## config.mk

```make
export PLATFORM = sky130hd
export DESIGN_NAME = regfile_scoreboard_flat
export DESIGN_NICKNAME = d
export VERILOG_FILES = /design/src/rtl/regfile_scoreboard_pkg.sv /design/src/rtl/regfile_scoreboard_if.sv /design/src/rtl/mux32to1by32.sv /design/src/rtl/register32_we.sv /design/src/rtl/regfile_scoreboard.sv /design/src/flat_wrapper.sv
export SDC_FILE = /design/constraint.sdc
export NUM_CORES = 2
export LEC_CHECK = 0
export ABC_CLOCK_PERIOD_IN_PS = 42500
export CORE_UTILIZATION = 63
export CTS_CLUSTER_DIAMETER = 30
export DETAILED_ROUTE_END_ITERATION = 7
export PLACE_DENSITY = 0.81
export SLEW_MARGIN = 5
export SYNTH_ARGS = -nofsm -noshare
export SYNTH_HDL_FRONTEND = slang
export SYNTH_SLANG_ARGS = --single-unit
export TNS_END_PERCENT = 20
```

## constraint.sdc

```tcl
create_clock -name clk -period 42.5 [get_ports clk]
set_input_delay 8.5 -clock clk [delete_from_list [all_inputs] [get_ports clk]]
set_output_delay 8.5 -clock clk [all_outputs]
set_load 0.05 [all_outputs]
```

## src/rtl/regfile_scoreboard_pkg.sv

```systemverilog
// Shared sizing for the 32x32 register file and its pending-write scoreboard.
// Register 0 is hard-wired to zero, so at most 31 writes can be pending at once.
package regfile_scoreboard_pkg;
  localparam int WIDTH = 32;
  localparam int NREGS = 32;
  localparam int AW    = 5;
  localparam int CNT_W = 6;

  localparam logic [AW-1:0]    REG_ZERO = 5'd0;
  localparam logic [CNT_W-1:0] CNT_MAX  = CNT_W'(NREGS - 1);

  function automatic logic [NREGS-1:0] addr_onehot(input logic [AW-1:0] a);
    return NREGS'(1) << a;
  endfunction
endpackage

```

## src/rtl/regfile_scoreboard_if.sv

```systemverilog
// Decode/writeback-facing bus of the register file: two read ports, writeback, reserve and hazard flags.
// The master is the decode/writeback side; the slave is the register file.
interface regfile_scoreboard_if;
  import regfile_scoreboard_pkg::*;

  logic [AW-1:0]    read_addr1;
  logic [AW-1:0]    read_addr2;
  logic [WIDTH-1:0] read_data1;
  logic [WIDTH-1:0] read_data2;
  logic             write_en;
  logic [AW-1:0]    write_addr;
  logic [WIDTH-1:0] write_data;
  logic             reserve_en;
  logic [AW-1:0]    reserve_addr;
  logic             busy1;
  logic             busy2;
  logic             reserve_conflict;
  logic [CNT_W-1:0] pending_count;

  modport master (
    output read_addr1, read_addr2, write_en, write_addr, write_data, reserve_en, reserve_addr,
    input  read_data1, read_data2, busy1, busy2, reserve_conflict, pending_count
  );

  modport slave (
    input  read_addr1, read_addr2, write_en, write_addr, write_data, reserve_en, reserve_addr,
    output read_data1, read_data2, busy1, busy2, reserve_conflict, pending_count
  );
endinterface

```

## src/rtl/mux32to1by32.sv

```systemverilog
// 32-way word select for one register-file read port; purely combinational, no backpressure.
// Word 0 is expected to be driven as constant zero by the instantiating block.
module mux32to1by32 #(
  parameter int WIDTH = 32
) (
  input  logic [31:0][WIDTH-1:0] i_words,
  input  logic [4:0]             i_sel,
  output logic [WIDTH-1:0]       o_y
);
  assign o_y = i_words[i_sel];
endmodule

```

## src/rtl/register32_we.sv

```systemverilog
// One WIDTH-bit storage word with write enable; 1-cycle write latency, no backpressure.
// Asynchronous active-high reset clears the word.
module register32_we #(
  parameter int WIDTH = 32
) (
  input  logic             clk,
  input  logic             rst,
  input  logic             i_we,
  input  logic [WIDTH-1:0] i_d,
  output logic [WIDTH-1:0] o_q
);
  logic [WIDTH-1:0] r_q;

  always_ff @(posedge clk or posedge rst) begin
    if (rst) begin
      r_q <= '0;
    end else if (i_we) begin
      r_q <= i_d;
    end
  end

  assign o_q = r_q;
endmodule

```

## src/rtl/regfile_scoreboard.sv

```systemverilog
// 32x32 register file (2 comb read ports, 1 sync write port) with a pending-write scoreboard; no backpressure,
// decode stalls on busy1/busy2/reserve_conflict. Optional write-through bypass: REGFILE_BYPASS_EN.
module regfile_scoreboard
  import regfile_scoreboard_pkg::*;
(
  input logic               clk,
  input logic               reset,
  regfile_scoreboard_if.slave bus
);
  logic [NREGS-1:0]            w_we_onehot;
  logic [NREGS-1:0]            w_rsv_onehot;
  logic [NREGS-1:0][WIDTH-1:0] w_words;
  logic [WIDTH-1:0]            w_mux1;
  logic [WIDTH-1:0]            w_mux2;
  logic                        w_wr_valid;
  logic                        w_rsv_hit_wr;
  logic                        w_conflict;
  logic                        w_rsv_accept;
  logic                        w_clear_set;
  logic                        w_byp1;
  logic                        w_byp2;
  logic [NREGS-1:0]            r_busy;
  logic [CNT_W-1:0]            r_count;

  assign w_wr_valid  = bus.write_en & (bus.write_addr != REG_ZERO);
  assign w_we_onehot = w_wr_valid ? addr_onehot(bus.write_addr) : '0;

  assign w_words[0] = '0;
  for (genvar gi = 1; gi < NREGS; gi++) begin : g_reg
    register32_we #(.WIDTH(WIDTH)) u_reg (
      .clk  (clk),
      .rst  (reset),
      .i_we (w_we_onehot[gi]),
      .i_d  (bus.write_data),
      .o_q  (w_words[gi])
    );
  end

  mux32to1by32 #(.WIDTH(WIDTH)) u_mux1 (
    .i_words (w_words),
    .i_sel   (bus.read_addr1),
    .o_y     (w_mux1)
  );

  mux32to1by32 #(.WIDTH(WIDTH)) u_mux2 (
    .i_words (w_words),
    .i_sel   (bus.read_addr2),
    .o_y     (w_mux2)
  );

`ifdef REGFILE_BYPASS_EN
  // Bypass is held off during reset so reads stay zero while reset is asserted.
  assign w_byp1 = ~reset & w_wr_valid & (bus.write_addr == bus.read_addr1);
  assign w_byp2 = ~reset & w_wr_valid & (bus.write_addr == bus.read_addr2);
`else
  assign w_byp1 = 1'b0;
  assign w_byp2 = 1'b0;
`endif

  assign bus.read_data1 = w_byp1 ? bus.write_data : w_mux1;
  assign bus.read_data2 = w_byp2 ? bus.write_data : w_mux2;
  assign bus.busy1      = r_busy[bus.read_addr1] & ~w_byp1;
  assign bus.busy2      = r_busy[bus.read_addr2] & ~w_byp2;

  // A reserve landing on the register being written this edge is not a WAW hazard.
  assign w_rsv_hit_wr = bus.write_en & (bus.write_addr == bus.reserve_addr);
  assign w_conflict   = bus.reserve_en & (bus.reserve_addr != REG_ZERO)
                      & r_busy[bus.reserve_addr] & ~w_rsv_hit_wr;
  assign w_rsv_accept = bus.reserve_en & (bus.reserve_addr != REG_ZERO) & ~w_conflict;
  assign w_rsv_onehot = w_rsv_accept ? addr_onehot(bus.reserve_addr) : '0;
  assign w_clear_set  = w_wr_valid & r_busy[bus.write_addr];

  assign bus.reserve_conflict = w_conflict;
  assign bus.pending_count    = r_count;

  always_ff @(posedge clk or posedge reset) begin
    if (reset) begin
      r_busy <= '0;
    end else begin
      r_busy <= (r_busy & ~w_we_onehot) | w_rsv_onehot;
    end
  end

  always_ff @(posedge clk or posedge reset) begin
    if (reset) begin
      r_count <= '0;
    end else begin
      case ({w_rsv_accept, w_clear_set})
        2'b10: if (r_count != CNT_MAX) r_count <= r_count + CNT_W'(1);
        2'b01: if (r_count != '0)      r_count <= r_count - CNT_W'(1);
        default: r_count <= r_count;
      endcase
    end
  end
endmodule

```

## src/flat_wrapper.sv

```systemverilog
// flat-port wrapper written by rule: the top's interface ports become plain ports
module regfile_scoreboard_flat import regfile_scoreboard_pkg::*;
  (clk, reset, bus_read_addr1, bus_read_addr2, bus_write_en, bus_write_addr, bus_write_data, bus_reserve_en, bus_reserve_addr, bus_read_data1, bus_read_data2, bus_busy1, bus_busy2, bus_reserve_conflict, bus_pending_count);
  regfile_scoreboard_if bus_i ();
  input logic clk;
  input logic reset;
  input wire logic [$bits(bus_i.read_addr1)-1:0] bus_read_addr1;
  input wire logic [$bits(bus_i.read_addr2)-1:0] bus_read_addr2;
  input wire logic [$bits(bus_i.write_en)-1:0] bus_write_en;
  input wire logic [$bits(bus_i.write_addr)-1:0] bus_write_addr;
  input wire logic [$bits(bus_i.write_data)-1:0] bus_write_data;
  input wire logic [$bits(bus_i.reserve_en)-1:0] bus_reserve_en;
  input wire logic [$bits(bus_i.reserve_addr)-1:0] bus_reserve_addr;
  output wire logic [$bits(bus_i.read_data1)-1:0] bus_read_data1;
  output wire logic [$bits(bus_i.read_data2)-1:0] bus_read_data2;
  output wire logic [$bits(bus_i.busy1)-1:0] bus_busy1;
  output wire logic [$bits(bus_i.busy2)-1:0] bus_busy2;
  output wire logic [$bits(bus_i.reserve_conflict)-1:0] bus_reserve_conflict;
  output wire logic [$bits(bus_i.pending_count)-1:0] bus_pending_count;
  assign bus_i.read_addr1 = bus_read_addr1;
  assign bus_i.read_addr2 = bus_read_addr2;
  assign bus_i.write_en = bus_write_en;
  assign bus_i.write_addr = bus_write_addr;
  assign bus_i.write_data = bus_write_data;
  assign bus_i.reserve_en = bus_reserve_en;
  assign bus_i.reserve_addr = bus_reserve_addr;
  assign bus_read_data1 = bus_i.read_data1;
  assign bus_read_data2 = bus_i.read_data2;
  assign bus_busy1 = bus_i.busy1;
  assign bus_busy2 = bus_i.busy2;
  assign bus_reserve_conflict = bus_i.reserve_conflict;
  assign bus_pending_count = bus_i.pending_count;
  regfile_scoreboard u_core (.clk(clk), .reset(reset), .bus(bus_i));
endmodule
```

## Yosys cells after proc, flatten, opt, wreduce, memory -nomap -nowiden

Index checks and enable logic that the tools add are counted.
W data, S select, Z words.

| storage, ports and cells | value |
|---|---|
| output and inout bits | 73 |
| flip-flop bits (word level) | 1,030 |
| logic and storage cells | 81 |
| input bits | 56 |

| cells by class | value |
|---|---|
| bitwise gates (word level) | 12 |
| shift operators | 2 |
| order comparisons | 4 |
| eq/ne operators | 6 |
| add/sub/neg operators | 2 |
| multiplexer cells | 17 |
| reduce and logical (&&, ||, !) cells | 5 |

Operators by type and width:

| cell | count |
|---|---|
| $bmux W32 S5 | 2 |
| $mux W32 | 4 |
| $shl A1 B5 Y32 const A | 2 |
| $and A32 B32 Y32 | 1 |
| $not A32 Y32 | 1 |
| $or A32 B32 Y32 | 1 |
| $lt A5 B6 Y1 const B | 4 |
| $bmux W1 S5 | 4 |
| $mux W6 | 2 |
| $pmux W6 S2 | 1 |
| $reduce_bool A5 Y1 | 2 |
| $and A1 B1 Y1 | 7 |
| $add A6 B1 Y6 const B | 1 |
| $ne A6 B5 Y1 const B | 1 |
| $reduce_bool A6 Y1 | 1 |
| $sub A6 B1 Y6 const B | 1 |
| $eq A5 B5 Y1 | 1 |
| $mux W1 | 4 |
| $ne A2 B1 Y1 const B | 2 |
| $reduce_and A3 Y1 | 1 |
| $eq A2 B1 Y1 const B | 1 |
| $eq A2 B2 Y1 const B | 1 |
| $not A1 Y1 | 2 |
| $reduce_bool A2 Y1 | 1 |

## Longest topological paths before layout

| depth | value |
|---|---|
| word-level depth | 9 |
| mapped depth | 19 |
| depth with buffers taken out | 15 |

## Modules after synthesis

A second synthesis with hierarchy kept.

| unflattened totals | value |
|---|---|
| cell total of the unflattened synthesis | 4,773 |
| area total of the unflattened synthesis | 62,880.3 um^2 |

By module, submodules not included:

| module | sequential area each (um^2) | area an instance (um^2) | cells each | times used |
|---|---|---|---|---|
| register32_we | 800.8 | 1,348.8 | 69 | 31 |
| mux32to1by32 | 0.0 | 8,887.3 | 1,158 | 2 |
| regfile_scoreboard | 950.9 | 3,293.2 | 318 | 1 |

## Least setup slack after synthesis

OpenSTA, ideal clock, no wires.

| timing | value |
|---|---|
| kind | input -> output |
| start | input bus_read_addr1[0] |
| end | output bus_read_data1[10] |
| arrival time | 10,568 ps |
| data required time | 34,000 ps |
| path buffers | 2 |
| stages | 5 |
| slack | 23,432 ps |
| cells stage by stage | buf_2 buf_1 mux4_2 mux4_2 mux2_2 |

| on the way | value |
|---|---|
| cells in the longest elaborated chain, start to end | 2 |

Ends and longest elaborated chain:

| what | RTL line | text |
|---|---|---|
| from (decl) | flat_wrapper.sv:7 | `input wire logic [$bits(bus_i.read_addr1)-1:0] bus_read_addr1;` |
| $bmux W32 S5 | mux32to1by32.sv:10 | `assign o_y = i_words[i_sel];` |
| $mux W32 (not written as such) | mux32to1by32.sv:10 |  |
| to (decl) | flat_wrapper.sv:14 | `output wire logic [$bits(bus_i.read_data1)-1:0] bus_read_data1;` |

Every way passes these cells. The select of a mux whose other input is x is not followed.

## Final worst setup path

| timing | value |
|---|---|
| start | input bus_read_addr2[0] |
| end | output bus_read_data2[19] |

| on the way | value |
|---|---|
| cells in the longest elaborated chain, start to end | 2 |

Ends and longest elaborated chain:

| what | RTL line | text |
|---|---|---|
| from (decl) | flat_wrapper.sv:8 | `input wire logic [$bits(bus_i.read_addr2)-1:0] bus_read_addr2;` |
| $bmux W32 S5 | mux32to1by32.sv:10 |  |
| $mux W32 (not written as such) | mux32to1by32.sv:10 |  |
| to (decl) | flat_wrapper.sv:15 | `output wire logic [$bits(bus_i.read_data2)-1:0] bus_read_data2;` |

Every way passes these cells. The select of a mux whose other input is x is not followed.

==> results.sh <==
export IMPL_outcome="finished clean"
export IMPL_synth_top_cell_area_share_pct=46.1
export IMPL_startpoint_type="primary input"
export IMPL_cts_setup_buffers=0
export IMPL_cts_inserted_buffers=213
export IMPL_area_growth_synth_to_final_pct=16.8
export IMPL_synth_enable_flop_cells=0
export IMPL_synth_area_per_cell_um2=16.2
export IMPL_cp_required_ps=34000
export IMPL_grt_pass1_wl_um=247000
export IMPL_tns_ps=0
export IMPL_drtAntennaViolNets=0
export IMPL_finClkSkew_ps=14.9
export IMPL_cts_tree="yes"
export IMPL_hp_class="reg -> reg"
export IMPL_synth_main_ff_cell="dfrtp_1"
export IMPL_die_h_um=300
export IMPL_slew_limit_headroom_pct=15.9
export IMPL_rsz0062_at_grt="no"
export IMPL_overflow=0
export IMPL_hpwl_um=86000
export IMPL_async_flop_share_pct=100
export IMPL_critPathArrivalTime_ps=13040
export IMPL_yosys_cell_count_top_type="mux2_2"
export IMPL_io_buffers=128
export IMPL_post_cts_resized=0
export IMPL_yosysWarnings=0
export IMPL_firstDrtPassIters=8
export IMPL_drive_above_1_share_pct=60.9
export IMPL_viasPerCell=7.40
export IMPL_nets=3535
export IMPL_max_cap_violations=0
export IMPL_cp_max_fo=67
export IMPL_ys_seq_area_share_pct=46.1
export IMPL_hold_viol=0
export IMPL_antenna_found_initial=4
export IMPL_drc=0
export IMPL_vias=35600
export IMPL_cts_sinks=1030
export IMPL_nFillCells=4968
export IMPL_syn_area_um2=55900
export IMPL_multi_input_area_um2=28400
export IMPL_syn_nets=3510
export IMPL_cellPowerDensity_nw_per_um2=59.1
export IMPL_fin_crit_sh_pct=50.7
export IMPL_stdcell_count=4816
export IMPL_leakage_nw=28.0
export IMPL_die_w_um=300
export IMPL_path_class="in -> out"
export IMPL_grt_pass1_vias=38700
export IMPL_pin_count=129
export IMPL_placed_cells=4414
export IMPL_worst_pin_slew_ps=1260
export IMPL_synth_cell_types=60
export IMPL_cts_hold_buf=0
export IMPL_grt_max_degree=131
export IMPL_dieArea_um2=90000
export IMPL_setup_viol=0
export IMPL_drv_slew=0
export IMPL_clk_latency_ps=790
export IMPL_routedWlPerCell_um=33.6
export IMPL_final_design_area_no_fill_um2=65300
export IMPL_grt_use_total_pct=37.2
export IMPL_syn_inst=3449
export IMPL_ctsRootBufferMaster="clkbuf_16"
export IMPL_clockBufferDepth=3
export IMPL_synth_common_cells="mux2_2 (1127), dfrtp_1 (1030), mux4_2 (603), clkbuf_1 (172), buf_2 (160)"
export IMPL_row_count=108
export IMPL_yosysTopAreaCell="dfrtp_1"
export IMPL_drtIter0Drc=3530
export IMPL_path_clk_slew_ps=50
export IMPL_start_util_pct=64.1
export IMPL_regArea_um2=25800
export IMPL_synth_seq_cells=1030
export IMPL_netlist_top_cells_area="dfrtp_1 (46%), mux4_2 (24%), mux2_2 (23%)"
export IMPL_core_um2=87300
export IMPL_min_period_ps=21540
export IMPL_routed_wl_um=162000
export IMPL_place_area_um2=57600
export IMPL_crit_path_end_kind="primary output"
export IMPL_ir_worst_vdd_uv=55.5
export IMPL_fmax_mhz=46.4
export IMPL_routabilityCongestion=0.878
export IMPL_h_tree_depth=4
==> metal layers <==
metal / vias to the layer above / part of all wire, % / track usage, %
met5: - / 0.0074 / 0
met4: 2 / 5.2 / 19.4
met3: 518 / 9.7 / 9.30
met2: 2206 / 49 / 57.9
met1: 19300 / 36 / 49.1
li1: 13700 / - / -
==> flip-flops by register name, summed over array words and instances, names as in the netlist <==
signal / count
u_core.g.u_reg.o_q: 992
u_core.bus.pending_count: 6
u_core.r_busy: 32
==> through the flow <==
stage / util [%] / setup slack, ps / hold slack (ps) / power [mW]
5_1_grt: 74.8 / 20690 / 450 / 3.98
4_1_cts: 74.8 / 20910 / 442 / 3.86
2_1_floorplan: - / 5010 / 458 / 1.88
3_5_place_dp: 66.0 / 20960 / 429 / 2.08
6_report: 74.8 / 20960 / 442 / 3.86
3_3_place_gp: 66.0 / 20970 / 418 / 2.03
==> cell families after synthesis <==
kind of cell    Yosys count  share of synthesized area, %
flops                  1030                          46.1
mux                    1749                          47.3
fa+ha+maj                 5                         0.125
buf+inv                 401                          3.32
compound gates          128                          1.83
simple gates            128                          1.21
xor+xnor                  8                         0.125
==> worst paths after layout <==
check | from | endpoint | slack [ps] | cells past startpoint
worst max register to register | u_core.r_busy[8]$_DFF_PP0_ | u_core.bus.pending_count[5]$_DFFE_PP0P_ | 38850 | 15
worst max-delay path | bus_read_addr2[0] | bus_read_data2[19] | 20960 | 7
worst min register to register | u_core.r_busy[0]$_DFF_PP0_ | u_core.r_busy[0]$_DFF_PP0_ | 440 | 0
worst min-delay path | u_core.r_busy[0]$_DFF_PP0_ | u_core.r_busy[0]$_DFF_PP0_ | 440 | 0
max in group asynchronous | reset | u_core.g_reg[26].u_reg.o_q[15]$_DFFE_PP0P_ | 29990 | 6
min in group asynchronous | reset | u_core.g_reg[2].u_reg.o_q[26]$_DFFE_PP0P_ | 8320 | 2
==> report_power, final <==
part / internal (mW) / switching [mW]
sequential: 1.18 / 0.163
combinational: 0.430 / 0.318
clock: 1.19 / 0.581
==> final cells by class <==
class / count / area share [%]
diodes: 2 / 0.00766
clock buffers: 255 / 8.95
clock inverters: 145 / 2.89
inverters: 18 / 0.115
multi-input cells: 2018 / 43.5
flip-flops and latches: 1030 / 39.5
well taps: 1155 / 2.21
repair buffers: 193 / 2.82
==> worst max-delay path, stage by stage <==
cell	delay, ps
buf_8	560
buf_4	850
buf_4	810
mux4_2	600
mux4_2	510
mux2_2	330
clkdlybuf4s50_1	720
==> placed cells by master (no fill, tap or decap), types with 27 or more instances in the layout <==
| cell | count |
|---|---|
| clkbuf_16 | 219 |
| bufinv_16 | 33 |
| mux4_2 | 603 |
| mux2_2 | 1127 |
| dfrtp_1 | 1030 |
| clkinv_2 | 31 |
| inv_6 | 28 |
| clkinv_4 | 27 |
| a22o_1 | 65 |
| clkdlybuf4s50_1 | 118 |
| buf_4 | 62 |
(Power assumes the default switching activity.)
